==> src/rtl/seven_segments_frame_encoder.sv <==
// seven_segments_frame_encoder
//   Turns a frame of active-low seven-segment characters into a DW-bit
//   two's-complement number. The most-significant digit arrives first.
//   This is the inverse of the binary-to-seven-segment display path.
//   Leading blanks are skipped. An optional leading minus is allowed,
//   followed by up to MAX_DIGITS decimal digits. Any malformed frame
//   gives out_error=1 with binary_number=0.
//
// Ports
//   clk            clock
//   rst_n          asynchronous active-low reset
//   seg_pattern    one character pattern (bit 6 = g ... bit 0 = a), active-low
//   in_valid       seg_pattern / in_last valid
//   in_last        final character of the frame
//   in_ready       block accepts a character (low in DONE and in reset)
//   binary_number  two's-complement result, held while out_valid=1
//   out_error      frame rejected; binary_number is 0
//   out_valid      result valid
//   out_ready      consumer accepts the result
module seven_segments_frame_encoder #(
  parameter int DW         = 8,
  parameter int SEGMENTS   = 7,
  parameter int MAX_DIGITS = 3
) (
  input  logic                clk,
  input  logic                rst_n,
  input  logic [SEGMENTS-1:0] seg_pattern,
  input  logic                in_valid,
  input  logic                in_last,
  output logic                in_ready,
  output logic [DW-1:0]       binary_number,
  output logic                out_error,
  output logic                out_valid,
  input  logic                out_ready
);

  // The magnitude holds up to 10^MAX_DIGITS - 1, so the digit path never truncates.
  localparam int ACC_W = $clog2(10 ** MAX_DIGITS);
  localparam int CNT_W = $clog2(MAX_DIGITS + 1);
  localparam logic [31:0] POS_LIMIT = 32'((2 ** (DW - 1)) - 1);
  localparam logic [31:0] NEG_LIMIT = 32'(2 ** (DW - 1));

  typedef enum logic {COLLECT, DONE} state_t;
  typedef enum logic [1:0] {CH_DIGIT, CH_MINUS, CH_BLANK, CH_INVALID} char_kind_t;

  state_t           state_reg, state_next;
  logic [ACC_W-1:0] acc_reg, acc_next;
  logic [CNT_W-1:0] cnt_reg, cnt_next;
  logic             neg_reg, neg_next;
  logic             err_reg, err_next;
  logic             seen_reg, seen_next;
  logic [DW-1:0]    num_reg, num_next;
  logic             oerr_reg, oerr_next;

  char_kind_t       char_kind;
  logic [3:0]       char_digit;
  logic             collect_ready;
  logic             final_err;
  logic [31:0]      acc_wide;
  logic [31:0]      signed_wide;
  logic [ACC_W-1:0] acc_x10;

  // Character decoder.
  always_comb begin
    char_kind  = CH_INVALID;
    char_digit = 4'd0;
    case (seg_pattern)
      7'b1000000: begin char_kind = CH_DIGIT; char_digit = 4'd0; end
      7'b1111001: begin char_kind = CH_DIGIT; char_digit = 4'd1; end
      7'b0100100: begin char_kind = CH_DIGIT; char_digit = 4'd2; end
      7'b0110000: begin char_kind = CH_DIGIT; char_digit = 4'd3; end
      7'b0011001: begin char_kind = CH_DIGIT; char_digit = 4'd4; end
      7'b0010010: begin char_kind = CH_DIGIT; char_digit = 4'd5; end
      7'b0000010: begin char_kind = CH_DIGIT; char_digit = 4'd6; end
      7'b1111000: begin char_kind = CH_DIGIT; char_digit = 4'd7; end
      7'b0000000: begin char_kind = CH_DIGIT; char_digit = 4'd8; end
      7'b0010000: begin char_kind = CH_DIGIT; char_digit = 4'd9; end
      7'b0111111: char_kind = CH_MINUS;
      7'b1111111: char_kind = CH_BLANK;
      default:    char_kind = CH_INVALID;
    endcase
  end

  // Multiply by 10 with shifts. It is only applied while cnt < MAX_DIGITS,
  // so the result plus one more digit still fits in ACC_W bits.
  assign acc_x10 = (acc_reg << 3) + (acc_reg << 1);

  always_comb begin
    state_next    = state_reg;
    acc_next      = acc_reg;
    cnt_next      = cnt_reg;
    neg_next      = neg_reg;
    err_next      = err_reg;
    seen_next     = seen_reg;
    num_next      = num_reg;
    oerr_next     = oerr_reg;
    collect_ready = 1'b0;
    out_valid     = 1'b0;
    final_err     = 1'b0;
    acc_wide      = 32'd0;
    signed_wide   = 32'd0;
    case (state_reg)
      COLLECT: begin
        collect_ready = 1'b1;
        if (in_valid) begin
          case (char_kind)
            CH_BLANK: begin
              // A blank after any real character breaks the number.
              if (seen_reg) err_next = 1'b1;
            end
            CH_MINUS: begin
              if (seen_reg) begin
                err_next = 1'b1;
              end else begin
                neg_next  = 1'b1;
                seen_next = 1'b1;
              end
            end
            CH_DIGIT: begin
              seen_next = 1'b1;
              if (cnt_reg == CNT_W'(MAX_DIGITS)) begin
                err_next = 1'b1;
              end else begin
                acc_next = acc_x10 + ACC_W'(char_digit);
                cnt_next = cnt_reg + 1'b1;
              end
            end
            default: err_next = 1'b1;
          endcase
          // The result is formed from this beat's updated values.
          if (in_last) begin
            acc_wide    = 32'(acc_next);
            final_err   = err_next || (cnt_next == '0) ||
                          (!neg_next && (acc_wide > POS_LIMIT)) ||
                          ( neg_next && (acc_wide > NEG_LIMIT));
            signed_wide = neg_next ? (32'd0 - acc_wide) : acc_wide;
            num_next    = final_err ? '0 : signed_wide[DW-1:0];
            oerr_next   = final_err;
            state_next  = DONE;
          end
        end
      end
      DONE: begin
        out_valid = 1'b1;
        if (out_ready) begin
          state_next = COLLECT;
          acc_next   = '0;
          cnt_next   = '0;
          neg_next   = 1'b0;
          err_next   = 1'b0;
          seen_next  = 1'b0;
          num_next   = '0;
          oerr_next  = 1'b0;
        end
      end
      default: state_next = COLLECT;
    endcase
  end

  always_ff @(posedge clk or negedge rst_n) begin
    if (!rst_n) begin
      state_reg <= COLLECT;
    end else begin
      state_reg <= state_next;
    end
  end

  always_ff @(posedge clk or negedge rst_n) begin
    if (!rst_n) begin
      acc_reg  <= '0;
      cnt_reg  <= '0;
      neg_reg  <= 1'b0;
      err_reg  <= 1'b0;
      seen_reg <= 1'b0;
      num_reg  <= '0;
      oerr_reg <= 1'b0;
    end else begin
      acc_reg  <= acc_next;
      cnt_reg  <= cnt_next;
      neg_reg  <= neg_next;
      err_reg  <= err_next;
      seen_reg <= seen_next;
      num_reg  <= num_next;
      oerr_reg <= oerr_next;
    end
  end

  // in_ready is gated by rst_n so it drops at once when reset is asserted.
  assign in_ready      = collect_ready & rst_n;
  assign binary_number = num_reg;
  assign out_error     = oerr_reg;

endmodule

==> config.mk <==
export PLATFORM = sky130hd
export DESIGN_NAME = seven_segments_frame_encoder
export DESIGN_NICKNAME = d
export VERILOG_FILES = /design/src/rtl/seven_segments_frame_encoder.sv
export SDC_FILE = /design/constraint.sdc
export NUM_CORES = 1
export LEC_CHECK = 0
export CORE_MARGIN = 4
export CORE_UTILIZATION = 32
export CTS_BUF_LIST = sky130_fd_sc_hd__clkbuf_16
export DETAILED_ROUTE_END_ITERATION = 7
export PLACE_DENSITY = 0.56
export SETUP_SLACK_MARGIN = 0.15
export SYNTH_ARGS = -nofsm -noshare
export SYNTH_HDL_FRONTEND = slang
export SYNTH_SLANG_ARGS = --single-unit
==> constraint.sdc <==
create_clock -name clk -period 6.3 [get_ports clk]
set_input_delay 1.26 -clock clk [delete_from_list [all_inputs] [get_ports clk]]
set_output_delay 1.26 -clock clk [all_outputs]
set_load 0.05 [all_outputs]
# == Yosys cells after proc, flatten, opt, wreduce, memory -nomap -nowiden ==
# Index checks and enable logic that the tools add are counted.
# Widths: inputs -> output; s select.
# classes
addsub,4
order_cmp,2
n_eq_ne,18
mux,48
bitwise,2
reduce_logical,15
# ops
op,count
$mux 10,6
$mux 8,5
$pmux 4 s9,1
$eq 7x7->1 const B,4
$eq 7x5->1 const B,3
$eq 7x6->1 const B,3
$mux 1,20
$pmux 10 s2,1
$pmux 8 s2,1
$mux 2,6
$pmux 1 s2,6
$add 10x10->10,1
$add 10x4->10,1
$gt 10x7->1 const B,1
$gt 10x8->1 const B,1
$reduce_or 10->1,1
$ne 2x2->1 const B,4
$sub 1x8->8 const A,1
$eq 7x2->1 const B,1
$logic_not 7->1,1
$pmux 2 s3,1
$reduce_and 3->1,2
$eq 2x2->1 const B,2
$logic_not 2->1,2
10 further kinds,14
# totals
ff_bits,25
out_inout_bits,11

# == Logic depth before layout (Yosys ltp) ==
# logic_depth
ltp_word,15
ltp_mapped,20

# == Worst setup path after synthesis ==
# OpenSTA, ideal clock, no wires.
# synth_timing
path_kind,input port to flip-flop
start,input port seg_pattern[2]
end,"register oerr_reg, in the netlist out_error"
setup_time_ps,117
arrival_time_ps,5016
t_required_ps,6183
setup_slack_ps,1168
path_stages,13
n_path_buf,2
cell_sequence,buf_2 > or3_4 > or4_1 > fa_1 > fa_1 > nand2b_1 > or3b_2 > a31oi_1 > nor4b_2 > a211oi_1 > or4_4 > buf_6 > and2_4
# synth_between
elab_chain_cells,14
# synth_rtl
item,line_no,text
"start, declared",27,"input logic [SEGMENTS-1:0] seg_pattern,"
"$eq 7x5->1, or another cell as far along",67,case (seg_pattern)
$pmux 4 s9 / $reduce_or 10->1 (equally long branches),--,
$add 10x4->10 / $pmux 2 s3 (equally long branches),"124, 67",
"$mux 10, or another cell as far along",121,if (cnt_reg == CNT_W'(MAX_DIGITS)) begin
"$mux 10, or another cell as far along",106,case (char_kind)
"$mux 10, or another cell as far along",105,if (in_valid) begin
"$mux 10, or another cell as far along",102,case (state_reg)
"$gt 10x7->1, or another cell as far along",134,(!neg_next && (acc_wide > POS_LIMIT)) ||
$logic_and 1x1->1 / $logic_or 1x1->1 (equally long branches),"134, 133",
$logic_or 1x1->1,133,final_err = err_next || (cnt_next == '0) ||
$logic_or 1x1->1 *,134,
$mux 1 *,131,if (in_last) begin
$mux 1 *,105,
$pmux 1 s2 *,102,
"end signal, assigned",184,oerr_reg <= oerr_next;
"end, declared",53,"logic oerr_reg, oerr_next;"
# Every way passes the cells marked *; elsewhere a longest branch is shown, timed or not. The select of a mux whose other input is x is not followed.
# A chain may end at the register's enable or synchronous reset.

# == Worst setup path in the final report ==
# Ends and elaborated chain as after synthesis.

==> impl_results.md <==
* Outcome: completed
* Number of synthesized flops with an enable pin at 0
* Full die area at 0.00837 sq mm
* Vias in the first global route at 1732
* Setup_tns at 0 ns
* Yosys reg bits at 25
* Most frequent CP cell: fa_1
* Async SR Flop Fraction at 1.00
* Root Driver: clkbuf_16
* Cts hold-fix bufs at 0
* Sequential share of the synthesized area at 0.281
* Post-Syn Instances at 267
* Hold Path End: binary_number[7]$_DFFE_PN0P_
* Post-synthesis net count at 297
* Count of port buffers added during placement at 22
* TritonCTS Sinks at 25
* Worst-skew pair later-pin latency at 0.26 ns
* Routability cong. at 0.786
* Initial antenna violation count at 0
* Critical path peak fanout at 8
* Final layout net count at 313
* Final antenna-violating net count at 0
* WL final at 5.10 mm
* Final period util at 0.880
* Reg2Reg Depth at 10
* Dpl cell area at 0.00251 sq mm
* Die H at 91.5 um
* TritonRoute pass-1 iters at 4
* Drt wl/cell at 13.5 um
* Area growth syn-to-layout at 16.3%
* GR Util All Layers at 0.123
* Synth unique cells at 51
* Reg-to-Reg End: out_error$_DFFE_PN0P_
* Synth Cell Area at 0.00223 sq mm
* Post-route design area at 0.00259 sq mm
* Synth top area cells: dfrtp_1 (28%), ha_1 (9.0%), xnor2_1 (6.7%), nand2_1 (6.6%), a21oi_1 (4.3%)
* Worst slew pin tran at 0.672 ns
* Syn Area/Cell at 8.35 sq um
* Hold path start: binary_number[7]$_DFFE_PN0P_
* Post-synth top area cell: dfrtp_1
* GR Overflow Total at 0
* Max-cap violations at 0
* Slew headroom at 0.552
* Crit path max-delay cell type: or4_4
* Critical Path End Type: flip-flop
* Dpl hpwl at 4.00 mm
* Crit start category: primary input
* Post-layout utilization of the core at 0.382
* DRT iter0 DRCs at 116
* RSZ-0062 raised after global routing: no
* R2R Setup Slk at 2.57 ns
* Clk_skew at 0.00458 ns
* Pin count of the biggest net entering global routing at 27
* CTS Buf Count at 3
* Overall power at 0.000460 W
* Critical path class: primary input to flip-flop
* H-tree depth at 1
* IO Pins at 23
* HP Class: flip-flop to flip-flop
* FF+latch area at 626 sq um
* FILL cells at 703
* F_max at 180 MHz
* DRC at 0
* Peak supply drop at 0.0000794 V
* Initial core utilization at 0.328
* Clock transition at path regs at 0.06 ns
* R2R Path Start: acc_reg[2]$_DFFE_PN0P_
* Layout cells sized above 1 at 0.0816
* Syn. warnings at 0
* PostCTS Resize Cnt at 0
* First-pass GRT wire length at 8.51 mm
* Max FFs per register at 10
* DR vias/cell at 5.04
* Worst EP required at 6.45 ns
* CP peak stage delay at 0.61 ns
* Area of the multi-input gates at 0.00147 sq mm
* Arr. time, crit path at 5.69 ns
* Core area at 0.00679 sq mm
* Post-synth top area share at 0.281
* Min-Delay Path Depth at 2
* Hold Slack at 0.473 ns
* Setup Viol. Count Final at 0
* Die X at 91.5 um
* Final Slew Violations at 0
* CTS tree: built
* Final hold violations at 0
* Leak at 1.14 nW
* Post-layout minimum cycle time at 5.54 ns
* Via count at 1905
* Row count at 30
* Main synth FF type: dfrtp_1
* PD cells at 177 mW/mm^2
* Clk buf depth at 2
* Worst path cell trace: clkdlybuf4s50_1 > or3_4 > or4_1 > fa_1 > fa_1 > nand2b_1 > or3b_2 > a31oi_1 > nor4b_2 > a211oi_1 > or4_4 > and2_4
* Post-CTS setup buffer count at 0
* Diode count at 0
==> worst max-delay path, delay by kind of cell <==
kind            cells  cell delay, ns
fa+ha+maj           2            0.97
simple gates        7            2.55
compound gates      2            0.36
buf+inv             1            0.54
==> placed cells by master, fill, tap and decap left out, types with 4 or more instances in the layout <==
cell / instances
a21o_1: 5
a21oi_1: 19
clkdlybuf4s50_1: 22
dfrtp_1: 25
ha_1: 16
inv_1: 16
mux2i_1: 9
nand2_1: 39
nand2b_1: 6
nand3b_1: 4
nor2_1: 15
nor3_1: 7
o21ai_0: 12
o21ai_2: 7
o22ai_1: 9
xnor2_1: 17
==> cell type report <==
cell class,instances,area share
tap,96,0.0463
timing repair buffer,25,0.0936
multi-input combinational,213,0.567
clock inverter,1,0.00145
sequential,25,0.241
clock buffer,3,0.0289
inverter,15,0.0217
==> logic make-up (layout without fill, tap and decap cells) <==
kind of cell,count (synthesis),in the layout,synth area share
compound gates,67,67,0.191
xor+xnor,20,20,0.0786
fa+ha+maj,18,18,0.108
buf+inv,29,44,0.0600
flops,25,25,0.281
mux,9,9,0.0404
simple gates,99,99,0.241
==> power breakdown <==
| part | internal, W | leakage (nW) | total, W | switching [W] |
|---|---|---|---|---|
| combinational | 0.0000573 | 0.757 | 0.000137 | 0.0000794 |
| clock | 0.0000848 | 0.0423 | 0.000139 | 0.0000538 |
| sequential | 0.000171 | 0.337 | 0.000185 | 0.0000143 |
| total | 0.000313 | 1.14 | 0.000460 | 0.000147 |
==> layer usage <==
metal	global-route usage	share of wire	vias to the layer above
li1	-	-	975
met1	0.172	0.49	892
met2	0.201	0.47	36
met3	0.0108	0.033	2
met4	0.0364	0.0079	0
met5	0	0	-
==> metrics by stage <==
step	cells	setup slack (ns)
2_1_floorplan	267	1.17
3_3_place_gp	374	0.538
3_5_place_dp	374	0.479
4_1_cts	378	0.737
5_1_grt	378	0.574
6_report	378	0.758
==> cells in the mapped netlist, types with 2 or more instances <==
cell type / instances
nand3b_1: 4
buf_6: 3
fa_1: 2
nor4_1: 2
nand2_1: 39
a32o_1: 2
nand2b_1: 6
nor2b_1: 3
xor2_1: 3
nor4b_2: 2
mux2i_1: 9
inv_1: 15
xnor2_1: 17
o21ai_0: 12
nor3_1: 7
or4_4: 2
buf_1: 2
o22ai_1: 9
o21ai_2: 7
o21ai_1: 2
clkbuf_1: 7
ha_1: 16
or4_1: 2
buf_2: 2
and3_1: 2
nand3_1: 3
a21o_1: 5
nor2_1: 15
a31oi_1: 3
a21oi_1: 19
dfrtp_1: 25
==> worst max-delay path by stage <==
stage,start,end,depth (start not counted)
2_1_floorplan,seg_pattern[2],out_error$_DFFE_PN0P_,13
5_1_grt,seg_pattern[2],out_error$_DFFE_PN0P_,12
3_5_place_dp,seg_pattern[2],out_error$_DFFE_PN0P_,12
6_report,seg_pattern[2],out_error$_DFFE_PN0P_,12
4_1_cts,seg_pattern[2],out_error$_DFFE_PN0P_,12
3_3_place_gp,seg_pattern[2],out_error$_DFFE_PN0P_,12
(Power assumes the default switching activity.)
